--- src/rtl/link_game_control.sv ---
// Top-level game sequencer: boot, initialise, then loop map render -> character
// draw -> frame wait -> action apply, with a watchdog on the two render handshakes.
module link_game_control #(
    parameter int unsigned FRAME_CYCLES   = 833333,
    parameter int unsigned TIMEOUT_CYCLES = 262144,
    parameter int unsigned CNT_W          = 20
) (
    input  logic       clock,
    input  logic       reset,
    input  logic       key_up,
    input  logic       key_down,
    input  logic       key_left,
    input  logic       key_right,
    input  logic       key_attack,
    input  logic       map_done,
    input  logic       draw_done,
    output logic       init,
    output logic       idle,
    output logic       apply_action,
    output logic       draw_map,
    output logic       draw_char,
    output logic [2:0] user_input,
    output logic       timeout_err,
    output logic [2:0] state_dbg
);

    typedef enum logic [2:0] {
        S_BOOT  = 3'b000,
        S_INIT  = 3'b001,
        S_MAP   = 3'b010,
        S_CHAR  = 3'b011,
        S_IDLE  = 3'b100,
        S_APPLY = 3'b101
    } state_t;

    localparam logic [2:0] UI_NONE   = 3'b000;
    localparam logic [2:0] UI_ATTACK = 3'b001;
    localparam logic [2:0] UI_UP     = 3'b010;
    localparam logic [2:0] UI_DOWN   = 3'b011;
    localparam logic [2:0] UI_LEFT   = 3'b100;
    localparam logic [2:0] UI_RIGHT  = 3'b101;

    localparam logic [CNT_W-1:0] FRAME_LAST   = CNT_W'(FRAME_CYCLES - 1);
    localparam logic [CNT_W-1:0] TIMEOUT_LAST = CNT_W'(TIMEOUT_CYCLES - 1);
    localparam logic [CNT_W-1:0] CNT_MAX      = {CNT_W{1'b1}};

    state_t           state_q, state_d;
    logic [CNT_W-1:0] cnt_q, cnt_d;
    logic [4:0]       acc_q, acc_d;
    logic [2:0]       user_input_q, user_input_d;
    logic             timeout_err_q, timeout_err_d;
    logic             init_q, idle_q, apply_q, draw_map_q, draw_char_q;
    logic [4:0]       keys_now;
    logic             timeout_hit;
    logic             frame_end;

    // Accumulator bit order: {attack, up, down, left, right}
    assign keys_now = {key_attack, key_up, key_down, key_left, key_right};

    function automatic logic [2:0] encode_keys(input logic [4:0] k);
        logic [2:0] code;
        code = UI_NONE;
        if (k[4])      code = UI_ATTACK;
        else if (k[3]) code = UI_UP;
        else if (k[2]) code = UI_DOWN;
        else if (k[1]) code = UI_LEFT;
        else if (k[0]) code = UI_RIGHT;
        return code;
    endfunction

    always_comb begin
        state_d     = state_q;
        timeout_hit = 1'b0;
        frame_end   = 1'b0;
        case (state_q)
            S_BOOT:  state_d = S_INIT;
            S_INIT:  state_d = S_MAP;
            S_MAP: begin
                // A done arriving on the expiry cycle takes priority over the watchdog.
                if (map_done) begin
                    state_d = S_CHAR;
                end else if (cnt_q == TIMEOUT_LAST) begin
                    state_d     = S_INIT;
                    timeout_hit = 1'b1;
                end
            end
            S_CHAR: begin
                if (draw_done) begin
                    state_d = S_IDLE;
                end else if (cnt_q == TIMEOUT_LAST) begin
                    state_d     = S_INIT;
                    timeout_hit = 1'b1;
                end
            end
            S_IDLE: begin
                if (cnt_q == FRAME_LAST) begin
                    state_d   = S_APPLY;
                    frame_end = 1'b1;
                end
            end
            S_APPLY: state_d = S_MAP;
            default: state_d = S_BOOT;
        endcase
    end

    always_comb begin
        if (state_d != state_q) begin
            cnt_d = '0;
        end else if (cnt_q == CNT_MAX) begin
            cnt_d = cnt_q;
        end else begin
            cnt_d = cnt_q + 1'b1;
        end
    end

    always_comb begin
        acc_d = acc_q;
        if (state_q == S_IDLE) begin
            acc_d = frame_end ? 5'b0 : (acc_q | keys_now);
        end
    end

    // The last idle cycle's keys are folded in directly so they count for this frame.
    always_comb begin
        user_input_d = user_input_q;
        if (state_d == S_INIT) begin
            user_input_d = UI_NONE;
        end else if (frame_end) begin
            user_input_d = encode_keys(acc_q | keys_now);
        end
    end

    assign timeout_err_d = timeout_err_q | timeout_hit;

    always_ff @(posedge clock or negedge reset) begin
        if (!reset) begin
            state_q       <= S_BOOT;
            cnt_q         <= '0;
            acc_q         <= 5'b0;
            user_input_q  <= UI_NONE;
            timeout_err_q <= 1'b0;
            init_q        <= 1'b0;
            idle_q        <= 1'b0;
            apply_q       <= 1'b0;
            draw_map_q    <= 1'b0;
            draw_char_q   <= 1'b0;
        end else begin
            state_q       <= state_d;
            cnt_q         <= cnt_d;
            acc_q         <= acc_d;
            user_input_q  <= user_input_d;
            timeout_err_q <= timeout_err_d;
            init_q        <= (state_d == S_INIT);
            idle_q        <= (state_d == S_IDLE);
            apply_q       <= (state_d == S_APPLY);
            draw_map_q    <= (state_d == S_MAP);
            draw_char_q   <= (state_d == S_CHAR);
        end
    end

    assign init         = init_q;
    assign idle         = idle_q;
    assign apply_action = apply_q;
    assign draw_map     = draw_map_q;
    assign draw_char    = draw_char_q;
    assign user_input   = user_input_q;
    assign timeout_err  = timeout_err_q;
    assign state_dbg    = state_q;

endmodule
--- config.mk ---
export PLATFORM = sky130hd
export DESIGN_NAME = link_game_control
export DESIGN_NICKNAME = d
export VERILOG_FILES = /design/src/rtl/link_game_control.sv
export SDC_FILE = /design/constraint.sdc
export NUM_CORES = 1
export LEC_CHECK = 0
export ABC_AREA = 1
export BUFFER_PORTS_ARGS = -buffer_cell sky130_fd_sc_hd__buf_2
export CORE_UTILIZATION = 50
export DETAILED_ROUTE_END_ITERATION = 12
export PLACE_DENSITY = 0.72
export REMOVE_ABC_BUFFERS = 1
export SETUP_SLACK_MARGIN = 0.15
export SYNTH_ARGS = -nofsm -noshare
export SYNTH_HDL_FRONTEND = slang
export SYNTH_SLANG_ARGS = --single-unit
--- constraint.sdc ---
create_clock -name clock -period 1.8 [get_ports clock]
set_clock_uncertainty 0.2 [all_clocks]
set_input_delay 0.36 -clock clock [delete_from_list [all_inputs] [get_ports clock]]
set_output_delay 0.36 -clock clock [all_outputs]
set_load 0.005 [all_outputs]
==> out/results.ini <==
[run_status]
outcome=complete, but fails checks
violations=DRC, setup timing

[power]
leakage_nw=1.35
p_seq_share_pct=33.1
pwr_density_cell_nw_per_um2=1140
switching_share_pct=40.1
p_total_mw=3.31
p_int_mw=1.98
ir_worst_vdd_v=0.000711
combPwrFrac_pct=44.6
pwr-share-clk_pct=22.4
p_switching_mw=1.33

[placed_design]
dp_hpwl_um=3380
place_congestion=0.841
dpl_cell_area_um2=2500
place_ws_ns=-0.167
port_buffers=20

[routing]
dr.pass1.iters=9
wl_per_cell_um=13.9
drc=2
vias=2008
routed_wl_um=5430
postRouteAntennaNets=0
viasPerCell=5.14
dr.first_iter.drc_count=173

[worst_hold_path]
whs_endpoint=user_input[1]$_DFFE_PN0P_
holdPathStages=4
holdCritPathClass=in -> reg
hold_start=key_attack

[logic_synthesis]
synth.most_common_cell=nand2_1
synthCells=266
synth_commonest_cells=44 x nand2_1, 41 x nor2_1, 40 x inv_1, 37 x dfrtp_1, 21 x nand3_1
ys_ff_latch=37
synth_area_um2=2080
synth.top_cells.by_area=dfrtp_1 44%, nand2_1 7.9%, nor2_1 7.4%
async_flop_share_pct=100
ys_types=30
synth_edf_count=0
yosysSeqAreaShare_pct=44.5
syn_area_per_cell_um2=7.83
yosysTopAreaCell=dfrtp_1
synth.top_cell.area_share_pct=44.5
ys_warn_count=0
dominantRegCellSynth=dfrtp_1

[cts]
cts_buffer_depth=2
cts_tree=yes
clk_pin_slew_ns=0.08
cts.sinks=37
clk_latency_ns=0.30
root_buffer=clkbuf_8
htree_levels=2
cts_made_buffers=5

[cells_and_area]
area_growth_pct=39.5
stdcell_area_um2=2910
drive_above_1_share_pct=40.8
nets=351
antenna_cells=0
postLayoutCoreUtil_pct=72.6

[sta]
maxSlewHeadroom_pct=68.7
tns_ns=-3.99
tightest_slew_ns=0.470
fmax_mhz=499
period_needed_ns=2.01
period_share_pct=111
drv_slew=0
finalHoldViolCount=0
rsz0062_at_grt=true
setup_viol_count_final=27
fin_ws_ns=-0.205

[floorplan]
rows=23
die_w_um=66.5
num_io_pins=21
die_y_um=66.5
die-area_um2=4430
coreArea_um2=4000
start_util_pct=52.0

[setup_path]
cp_max_fo=4
crit_chain=ha_2 > inv_2 > nor2_4 > nand2_1 > nor2_2 > nand3_2 > nand2_2 > nand4_4 > buf_6 > nand3_2 > nand2_1
slowest_stage=dfrtp_1
start_kind=register
r2r_setup_slack_ns=-0.21
crit_type=reg -> reg
reg2reg_to=cnt_q[19]$_DFFE_PN0P_
end_kind=register
arrival_ns=2.00
crit_required_ns=1.79
slowest_delay_ns=0.39
r2r_cells=11
reg2reg_from=cnt_q[0]$_DFFE_PN0P_

[job]
maxCapViolCount=0

[global_routing]
grt_max_degree=38
track_usage_pct=24.0
first_global_vias=1798
antenna_found_initial=0
grt_pass1_wl_um=7710
grt.overflow.total=0

kinds of logic (layout without fill, tap and decap cells):
family	after synthesis	count (layout)	share of synthesized area [%]
adders and majority gates	2	2	1.20
and+or+nand+nor	148	149	35.0
AOI/OAI and AO/OA	23	23	5.83
buffers and inverters	45	119	8.77
DFF	37	37	44.5
xor gates and xnor gates	10	10	4.21
muxes	1	1	0.481
cells in the final DEF (no fill, tap or decap), drive strengths merged, types with 2 or more instances in the layout:
cell	synthesis	routed
clkinv	1	2
xnor2	3	3
buf	3	68
xor2	7	7
o21ai	16	16
ha	2	2
clkbuf	0	5
nor3	5	5
nand2	53	54
a21oi	4	4
nand4	10	10
dfrtp	37	37
inv	41	41
nand3	22	22
nor2	56	56
area by class of cell:
type	count	area, um^2
clock inverters	3	46.3
multi-input cells	185	1150
clock buffers	5	68.8
flip-flops and latches	37	926
inverters	42	160
well taps	50	62.6
repair buffers	69	489
fillers	287	1090
worst max-delay path by stage:
stage                           startpoint                    end  depth (start not counted)
CTS                   cnt_q[0]$_DFFE_PN0P_  cnt_q[12]$_DFFE_PN0P_                         10
finish                cnt_q[0]$_DFFE_PN0P_  cnt_q[19]$_DFFE_PN0P_                         11
floorplan           state_dbg[1]$_DFF_PN0_  cnt_q[12]$_DFFE_PN0P_                          8
detailed placement    cnt_q[0]$_DFFE_PN0P_  cnt_q[17]$_DFFE_PN0P_                         10
global route          cnt_q[0]$_DFFE_PN0P_  cnt_q[19]$_DFFE_PN0P_                         11
global placement      cnt_q[0]$_DFFE_PN0P_  cnt_q[12]$_DFFE_PN0P_                         10
flip-flops by register name, summed over array words and instances, names as in the netlist:
signal / cells
draw_map: 1
acc_q: 5
state_dbg: 3
init: 1
idle: 1
draw_char: 1
apply_action: 1
user_input: 3
cnt_q: 20
timeout_err: 1
metrics by stage:
stage          hold slack (ns)  std cells
6_report                 0.168        391
5_1_grt                  0.183        391
4_1_cts                  0.157        383
3_5_place_dp             0.229        370
3_3_place_gp             0.226        370
2_1_floorplan           -0.136        263
repair_timing:
action / CTS / global route
setup endpoints to repair: 34 / 34
endpoints found under the hold margin: 37 / 0
gates cloned: 0 / 1
hold buffers: 1 / 0
pin swaps: 12 / 4
gates resized for setup: 28 / 25
setup buffers: 4 / 7
per-layer routing:
metal	global-route usage, %	vias to the layer above	wire [um]
met2	42.1	59	2780
met1	27.2	949	2270
met4	10.6	0	152
li1	-	987	-
met3	5.99	13	231
met5	0	-	0
critical path: cells and delay by family, from the launching register on:
family	cells	cell delay, ns
simple gates	8	0.87
flops	1	0.39
buf+inv	2	0.24
fa+ha+maj	1	0.20
power groups by stage:
stage	clock network [mW]	registers (mW)	logic (mW)
floorplan	0	1.09	0.617
global placement	0	1.08	1.01
detailed placement	0	1.08	1.03
CTS	0.752	1.08	1.25
global route	0.781	1.11	1.62
finish	0.741	1.10	1.48
No activity file was read; power rests on OpenSTA's default activity.
